<file path="config.mk">
export PLATFORM = sky130hd
export DESIGN_NAME = mem_port_arbiter
export DESIGN_NICKNAME = d
export VERILOG_FILES = /design/src/rtl/mem_arb_pkg.sv /design/src/rtl/mem_port_arbiter.sv
export SDC_FILE = /design/constraint.sdc
export NUM_CORES = 1
export LEC_CHECK = 0
export BUFFER_PORTS_ARGS = -buffer_cell sky130_fd_sc_hd__clkbuf_2
export CAP_MARGIN = 15
export CORE_MARGIN = 5
export CORE_UTILIZATION = 28
export DETAILED_ROUTE_END_ITERATION = 6
export GPL_TIMING_DRIVEN = 1
export PLACE_DENSITY_LB_ADDON = 0.1
export SYNTH_ARGS = -nofsm -noshare
export SYNTH_HDL_FRONTEND = slang
export SYNTH_SLANG_ARGS = --single-unit
</file>
<file path="constraint.sdc">
create_clock -name clk -period 4.3 [get_ports clk]
set_clock_uncertainty 0.05 [all_clocks]
set_input_delay 0.43 -clock clk [delete_from_list [all_inputs] [get_ports clk]]
set_output_delay 0.43 -clock clk [all_outputs]
set_load 0.01 [all_outputs]
</file>
<file path="src/rtl/mem_arb_pkg.sv">
// ----------------------------------------------------------------------------
// mem_arb_pkg
//   Shared types for the unified-memory port arbiter.
//   arb_state_t : arbiter sequencing states
//   gnt_t       : which requester owns (or last owned) the memory port
// ----------------------------------------------------------------------------
package mem_arb_pkg;

    // Default widths of the core's address and data paths.
    localparam int unsigned MEM_ADDR_W_DEF = 32;
    localparam int unsigned MEM_DATA_W_DEF = 32;

    typedef enum logic [1:0] {
        S_IDLE  = 2'd0,
        S_GNT_I = 2'd1,
        S_GNT_D = 2'd2,
        S_RESP  = 2'd3
    } arb_state_t;

    typedef enum logic {
        GNT_I = 1'b0,
        GNT_D = 1'b1
    } gnt_t;

endpackage : mem_arb_pkg

</file>
<file path="src/rtl/mem_port_arbiter.sv">
// ----------------------------------------------------------------------------
// mem_port_arbiter
//   Shares one single-port, variable-latency memory between the IF-stage fetch
//   port and the MEM-stage load/store port. One access is in flight at a time;
//   the granted requester's address/we/wdata are captured on the grant edge and
//   held on mem_* until mem_ready. Read data is registered into if_rdata or
//   dm_rdata and flagged with a one-cycle done pulse.
//
// Ports
//   clk, reset                 clock, synchronous active-high reset
//   if_req/if_addr             fetch request (held until if_done)
//   if_rdata/if_done           registered fetch data + 1-cycle completion pulse
//   dm_req/dm_we/dm_addr/
//   dm_wdata                   load/store request (held until dm_done)
//   dm_rdata/dm_done           registered load data + 1-cycle completion pulse
//   mem_req/mem_we/mem_addr/
//   mem_wdata                  registered memory request
//   mem_ready/mem_rdata        memory completion + read data
//   stall_if/stall_mem         req & ~done, to the hazard unit
// ----------------------------------------------------------------------------
module mem_port_arbiter
    import mem_arb_pkg::*;
#(
    parameter int unsigned ADDR_W = MEM_ADDR_W_DEF,
    parameter int unsigned DATA_W = MEM_DATA_W_DEF
) (
    input  logic              clk,
    input  logic              reset,

    input  logic              if_req,
    input  logic [ADDR_W-1:0] if_addr,
    output logic [DATA_W-1:0] if_rdata,
    output logic              if_done,

    input  logic              dm_req,
    input  logic              dm_we,
    input  logic [ADDR_W-1:0] dm_addr,
    input  logic [DATA_W-1:0] dm_wdata,
    output logic [DATA_W-1:0] dm_rdata,
    output logic              dm_done,

    output logic              mem_req,
    output logic              mem_we,
    output logic [ADDR_W-1:0] mem_addr,
    output logic [DATA_W-1:0] mem_wdata,
    input  logic              mem_ready,
    input  logic [DATA_W-1:0] mem_rdata,

    output logic              stall_if,
    output logic              stall_mem
);

    arb_state_t        state_q,     state_d;
    gnt_t              last_gnt_q,  last_gnt_d;
    logic              abort_q,     abort_d;
    logic              mem_req_q,   mem_req_d;
    logic              mem_we_q,    mem_we_d;
    logic [ADDR_W-1:0] mem_addr_q,  mem_addr_d;
    logic [DATA_W-1:0] mem_wdata_q, mem_wdata_d;
    logic [DATA_W-1:0] if_rdata_q,  if_rdata_d;
    logic [DATA_W-1:0] dm_rdata_q,  dm_rdata_d;
    logic              if_done_q,   if_done_d;
    logic              dm_done_q,   dm_done_d;

    gnt_t              pick;
    logic              live;

    always_comb begin
        state_d     = state_q;
        last_gnt_d  = last_gnt_q;
        abort_d     = abort_q;
        mem_req_d   = mem_req_q;
        mem_we_d    = mem_we_q;
        mem_addr_d  = mem_addr_q;
        mem_wdata_d = mem_wdata_q;
        if_rdata_d  = if_rdata_q;
        dm_rdata_d  = dm_rdata_q;
        if_done_d   = 1'b0;
        dm_done_d   = 1'b0;
        pick        = GNT_I;
        live        = 1'b0;

        unique case (state_q)
            S_IDLE: begin
                // Round-robin on a tie: the port that did not win last time.
                if (if_req && dm_req) begin
                    pick = (last_gnt_q == GNT_I) ? GNT_D : GNT_I;
                end else if (dm_req) begin
                    pick = GNT_D;
                end else begin
                    pick = GNT_I;
                end

                if (if_req || dm_req) begin
                    last_gnt_d = pick;
                    abort_d    = 1'b0;
                    mem_req_d  = 1'b1;
                    if (pick == GNT_D) begin
                        state_d     = S_GNT_D;
                        mem_we_d    = dm_we;
                        mem_addr_d  = dm_addr;
                        mem_wdata_d = dm_wdata;
                    end else begin
                        state_d     = S_GNT_I;
                        mem_we_d    = 1'b0;
                        mem_addr_d  = if_addr;
                    end
                end
            end

            S_GNT_I: begin
                // A request dropped at any point during the grant (flush) makes
                // the access silent: it still completes on the bus, but no data
                // or done is returned to the fetch stage.
                live = if_req && !abort_q;
                if (mem_ready) begin
                    mem_req_d = 1'b0;
                    state_d   = S_RESP;
                    if (live) begin
                        if_rdata_d = mem_rdata;
                        if_done_d  = 1'b1;
                    end
                end else begin
                    abort_d = !live;
                end
            end

            S_GNT_D: begin
                live = dm_req && !abort_q;
                if (mem_ready) begin
                    mem_req_d = 1'b0;
                    state_d   = S_RESP;
                    if (live) begin
                        if (!mem_we_q) begin
                            dm_rdata_d = mem_rdata;
                        end
                        dm_done_d = 1'b1;
                    end
                end else begin
                    abort_d = !live;
                end
            end

            // The done pulse is already registered for this cycle; requests are
            // deliberately not sampled here so a requester that drops its
            // request in response to done is not served twice.
            S_RESP: begin
                state_d = S_IDLE;
            end

            default: begin
                state_d = S_IDLE;
            end
        endcase
    end

    always_ff @(posedge clk) begin
        if (reset) begin
            state_q     <= S_IDLE;
            last_gnt_q  <= GNT_I;
            abort_q     <= 1'b0;
            mem_req_q   <= 1'b0;
            mem_we_q    <= 1'b0;
            mem_addr_q  <= '0;
            mem_wdata_q <= '0;
            if_rdata_q  <= '0;
            dm_rdata_q  <= '0;
            if_done_q   <= 1'b0;
            dm_done_q   <= 1'b0;
        end else begin
            state_q     <= state_d;
            last_gnt_q  <= last_gnt_d;
            abort_q     <= abort_d;
            mem_req_q   <= mem_req_d;
            mem_we_q    <= mem_we_d;
            mem_addr_q  <= mem_addr_d;
            mem_wdata_q <= mem_wdata_d;
            if_rdata_q  <= if_rdata_d;
            dm_rdata_q  <= dm_rdata_d;
            if_done_q   <= if_done_d;
            dm_done_q   <= dm_done_d;
        end
    end

    assign mem_req   = mem_req_q;
    assign mem_we    = mem_we_q;
    assign mem_addr  = mem_addr_q;
    assign mem_wdata = mem_wdata_q;
    assign if_rdata  = if_rdata_q;
    assign dm_rdata  = dm_rdata_q;
    assign if_done   = if_done_q;
    assign dm_done   = dm_done_q;

    assign stall_if  = if_req & ~if_done_q;
    assign stall_mem = dm_req & ~dm_done_q;

endmodule : mem_port_arbiter

</file>
* Word level (Yosys, flattened, before mapping) *
Cells that the tools add are included.

operators by class
  eq/ne operators = 7
  mux-type cells = 19
  bitwise gates (word level) = 8
  reductions and logical operators = 20

operators with widths
  cell                                                                     number
  32-bit two-way mux                                                       1
  1-bit two-way mux                                                        12
  3-bit AND reduction                                                      3
  4-bit AND reduction                                                      2
  2-bit two-way mux                                                        3
  2-bit inequality test, second input constant                             3
  1-bit inverter                                                           6
  2-bit case mux with 3 select lines                                       1
  3-bit OR reduction                                                       2
  2-bit equality test, second input constant                               2
  2-bit AND reduction                                                      2
  1-bit logical AND                                                        3
  1-bit logical NOT                                                        3
  1-bit case mux with 3 select lines                                       1
  3-bit nonzero test                                                       1
  1-bit bitwise AND                                                        2
  2-bit by 1-bit equality test with 1-bit output, second input constant    1
  2-bit logical NOT                                                        1
  2-bit by 1-bit inequality test with 1-bit output, second input constant  1
  1-bit case mux with 2 select lines                                       1
  2-bit nonzero test                                                       1
  2-bit OR reduction                                                       1
  1-bit logical OR                                                         1

storage, ports and cells
  bits in registers = 136
  input port bits = 134
  output and inout port bits = 134
  logic and storage cells = 65

* Longest topological paths before layout *
  depth after elaboration = 6
  depth in mapped cells = 8
  gate-level depth less buffers = 5

* Least setup slack after synthesis *
OpenSTA, ideal clock, no wires.

  path type = reg-to-reg
  from = reg state_q[0]
  to = reg state_q[0]
  library setup time = 0.070 ns
  arrival = 1.465 ns
  slack = 2.714 ns
  stages on the path, launching flop included = 7
  path buffers = 1
  period minus slack after synthesis = 1.586 ns
  cells stage by stage = dfxtp_1 > inv_1 > ha_1 > buf_6 > nor3b_2 > a2111o_1 > a21oi_1

on the way
  word-level cells in the longest chain between the ends = 4
  elaborated cells between the ends (all ways) = 9

ends and longest elaborated chain
  what                                                                                          line                     source
  from (decl)                                                                                   mem_port_arbiter.sv:53   arb_state_t state_q, state_d;
  from (signal assigned)                                                                        mem_port_arbiter.sv:171  state_q <= state_d;
  2-bit equality test / 2-bit by 1-bit equality test with 1-bit output (equally long branches)  mem_port_arbiter.sv:83   unique case (state_q)
  2-bit OR reduction (no line)                                                                  -
  2-bit by 1-bit inequality test with 1-bit output (no line)                                    -
  2-bit AND reduction (no line)                                                                 -

Several ways; a longest one is shown, not always the timed one.
A chain may end at the register's enable or synchronous reset.

* Final worst setup path *
  from = reg state_q[1]
  to = reg mem_addr_q[1], in the netlist mem_addr[1]

on the way
  word-level cells in the longest chain between the ends = 2

ends and longest elaborated chain
  what                           line                     source
  2-bit logical NOT              mem_port_arbiter.sv:83
  2-bit AND reduction (no line)  -
  to (signal assigned)           mem_port_arbiter.sv:176  mem_addr_q <= mem_addr_d;
  to (decl)                      mem_port_arbiter.sv:58   logic [ADDR_W-1:0] mem_addr_q, mem_addr_d;

Every way passes these cells.

==> qor.yml <==
run_status:
  status: "finished, final reports clean"
hold_path:
  whs_path_depth: 3
  hold_class: "input port to flip-flop"
global_routing:
  grt_usage_pct: 16.2
  grt_max_degree: 81
  grt_overflow: 0
  antenna_found_initial: 0
  grt_pass1_vias: 5435
  grt_pass1_wl_microns: 29000
cells_and_area:
  final_nets: 1038
  n_antenna_cell: 0
  post-route-util_pct: 38.5
  nFillCells: 2056
  stdcell_count: 1176
  multiInputGateArea_sq_um: 2400
  drive_gt1_share_pct: 35.0
  layout_common_cells: "clkbuf_2, dfxtp_1, nand2_1"
  syn_to_final_growth_pct: 35.4
  layout_commonest_cell: "clkbuf_2"
  ff_latch_area_sq_um: 2720
  fin_area_sq_um: 7500
worst_setup_path:
  arrival_ns: 2.87
  crit_slowest_cell: "o21a_2"
  crit_path_start_kind: "flip-flop"
  required_ns: 4.57
  criticalPathCategory: "flip-flop to flip-flop"
  crit_chain: "inv_1 -> ha_1 -> buf_4 -> o21a_2 -> buf_4 -> nor2_1 -> a311oi_1"
  path_max_fanout: 45
  cp_slowest_stage_delay_ns: 0.80
  path_delay_family: "compound AO/OA/AOI/OAI gates"
  crit_top_cell: "buf_4"
  cp-end-kind: "flip-flop"
  path_buf_inv: 3
  cp_num_cells: 7
  reg2reg_depth: 7
clock_network:
  cts_tree: "built"
  cts_made_buffers: 17
  postCtsSetupRepairBufs: 0
  clk_latency_ns: 0.41
  cts_max_path_buffers: 2
  root_buffer: "clkbuf_16"
  ctsHtreeMaxLevel: 4
  clk_pin_slew_ns: 0.06
  cts_hold_buf: 0
  cts-resized-gates: 0
  clock-sinks: 136
placement:
  dp_cells: 1144
  placed_area_sq_um: 6890
  dp_hpwl_microns: 12500
  place_congestion: 0.751
  io_buffers: 267
job:
  maxCapViolCount: 0
floorplanning:
  start_util_pct: 28.5
  rows: 51
  io_pins: 268
  dieArea_sq_um: 22700
  die_y_microns: 151
  die_w_microns: 151
  core-area_sq_um: 19500
synthesis:
  yosysUniqueCellTypes: 36
  syn_avg_cell_area_sq_um: 8.31
  synth_warnings: 0
  syn-cell-area_sq_um: 5540
  synth_seq_cells: 136
  syn-num-nets: 807
  syn_inst: 667
  seq_area_frac_synth_pct: 49.1
pwr:
  power_density_nw_per_um2: 600
  ir_drop_v: 0.000261
  cellLeakagePower_nw: 3.27
timing:
  hold_violations: 0
  tns_ns: 0
  finalSetupViolations: 0
  rsz0062_at_grt: "no"
  worst_pin_slew_ns: 1.06
  finalCritPeriodShare_pct: 60.3
  slew-limit-headroom_pct: 29.6
  finalCriticalPeriod_ns: 2.59
  slew_violations: 0
  timing.hold.ws_ns: 0.194
  fmax_mhz: 386
detailed_routing:
  drt_pass1_iterations: 4
  vias: 5559
  remaining_drc_errors: 0
  post_drt_via_cell_ratio: 4.73
  routedWlPerCell_microns: 16.0
  drtAntennaViolNets: 0
  wl_microns: 18800
  drt_iter0_drc: 231
[worst min-delay path, stage by stage]
cell and delay (ns):
clkbuf_2 0.08, nand3_1 0.05, a21oi_1 0.05
[per-layer routing]
layer,vias up,share of wire [%],track usage (%)
li1,2787,-,-
met1,2582,43,19.9
met2,165,47,26.0
met3,25,8.0,6.29
met4,0,1.6,5.08
met5,-,0,0
[cells in the mapped netlist]
| master | number | area share (%) |
|---|---|---|
| dfxtp_1 | 136 | 49 |
| a21boi_4 | 1 | 0.34 |
| o311a_1 | 1 | 0.18 |
| a21bo_4 | 1 | 0.29 |
| o31ai_1 | 1 | 0.14 |
| buf_6 | 13 | 2.6 |
| a31oi_1 | 6 | 0.68 |
| o41ai_1 | 1 | 0.16 |
| buf_2 | 11 | 0.99 |
| clkbuf_1 | 31 | 2.1 |
| a2111o_1 | 1 | 0.20 |
| nor2_1 | 29 | 2.0 |
| ha_1 | 6 | 1.4 |
| nor3b_2 | 1 | 0.23 |
| a311oi_1 | 19 | 3.0 |
| inv_1 | 7 | 0.47 |
| o311ai_0 | 1 | 0.16 |
| a311o_1 | 1 | 0.18 |
| nor2b_1 | 3 | 0.34 |
| a21oi_1 | 98 | 8.9 |
| a22oi_1 | 1 | 0.14 |
| buf_4 | 8 | 1.1 |
| nand2_1 | 130 | 8.8 |
| nand3_1 | 64 | 5.8 |
| nand4b_1 | 2 | 0.32 |
| a32oi_1 | 1 | 0.16 |
| or3_1 | 1 | 0.11 |
| and4b_1 | 2 | 0.36 |
| nor3_1 | 2 | 0.18 |
| mux2i_1 | 1 | 0.18 |
| o21a_1 | 2 | 0.27 |
| nand2b_1 | 3 | 0.34 |
| o21ai_1 | 17 | 1.5 |
| a311oi_2 | 7 | 1.9 |
| o21ai_0 | 57 | 5.1 |
| buf_8 | 1 | 0.27 |
[flip-flops by register name, summed over array words and instances, names as in the netlist]
name and cells:
state_q 2, abort_q 1, if_rdata 32, if_done 1, mem_req 1, mem_addr 32, mem_wdata 32, dm_rdata 32
dm_done 1, last_gnt_q 1, mem_we 1
[through the flow]
step / power (W) / setup WS [ns]
after floorplan: 0.00259 / 2.71
after global placement: 0.00305 / 1.73
after detailed placement: 0.00303 / 1.70
after CTS: 0.00457 / 1.69
after global routing: 0.00480 / 1.43
final: 0.00450 / 1.71
[kinds of logic (layout without fill, tap and decap cells)]
logic type / Yosys count / after routing / synth area share [%]
compound gates: 216 / 216 / 23.3
fa+ha+maj: 6 / 6 / 1.35
buf+inv: 71 / 315 / 7.57
flops: 136 / 136 / 49.1
mux: 1 / 1 / 0.181
simple gates: 237 / 237 / 18.4
[cell type report]
type,count,area share (%)
Clock buffer,20,6.22
Clock inverter,12,1.97
Sequential cell,136,36.3
Inverter,7,0.350
Tap cell,265,4.42
Multi-Input combinational cell,460,32.0
Timing Repair Buffer,276,18.7
[final timing paths]
kind | from | endpoint | slack [ns]
min | dm_wdata[13] | mem_wdata[13] | 0.19
max reg2reg | state_q[1] | mem_addr[1] | 1.71
min reg2reg | if_rdata[6] | if_rdata[6] | 0.40
max | state_q[1] | mem_addr[1] | 1.71
[where the power goes]
group          leakage, nW  total [W]  internal, W  switching [W]
clock                0.302    0.00152     0.000956       0.000564
combinational         1.86    0.00138     0.000486       0.000890
sequential            1.11    0.00160      0.00149       0.000115
(Power assumes the default switching activity.)
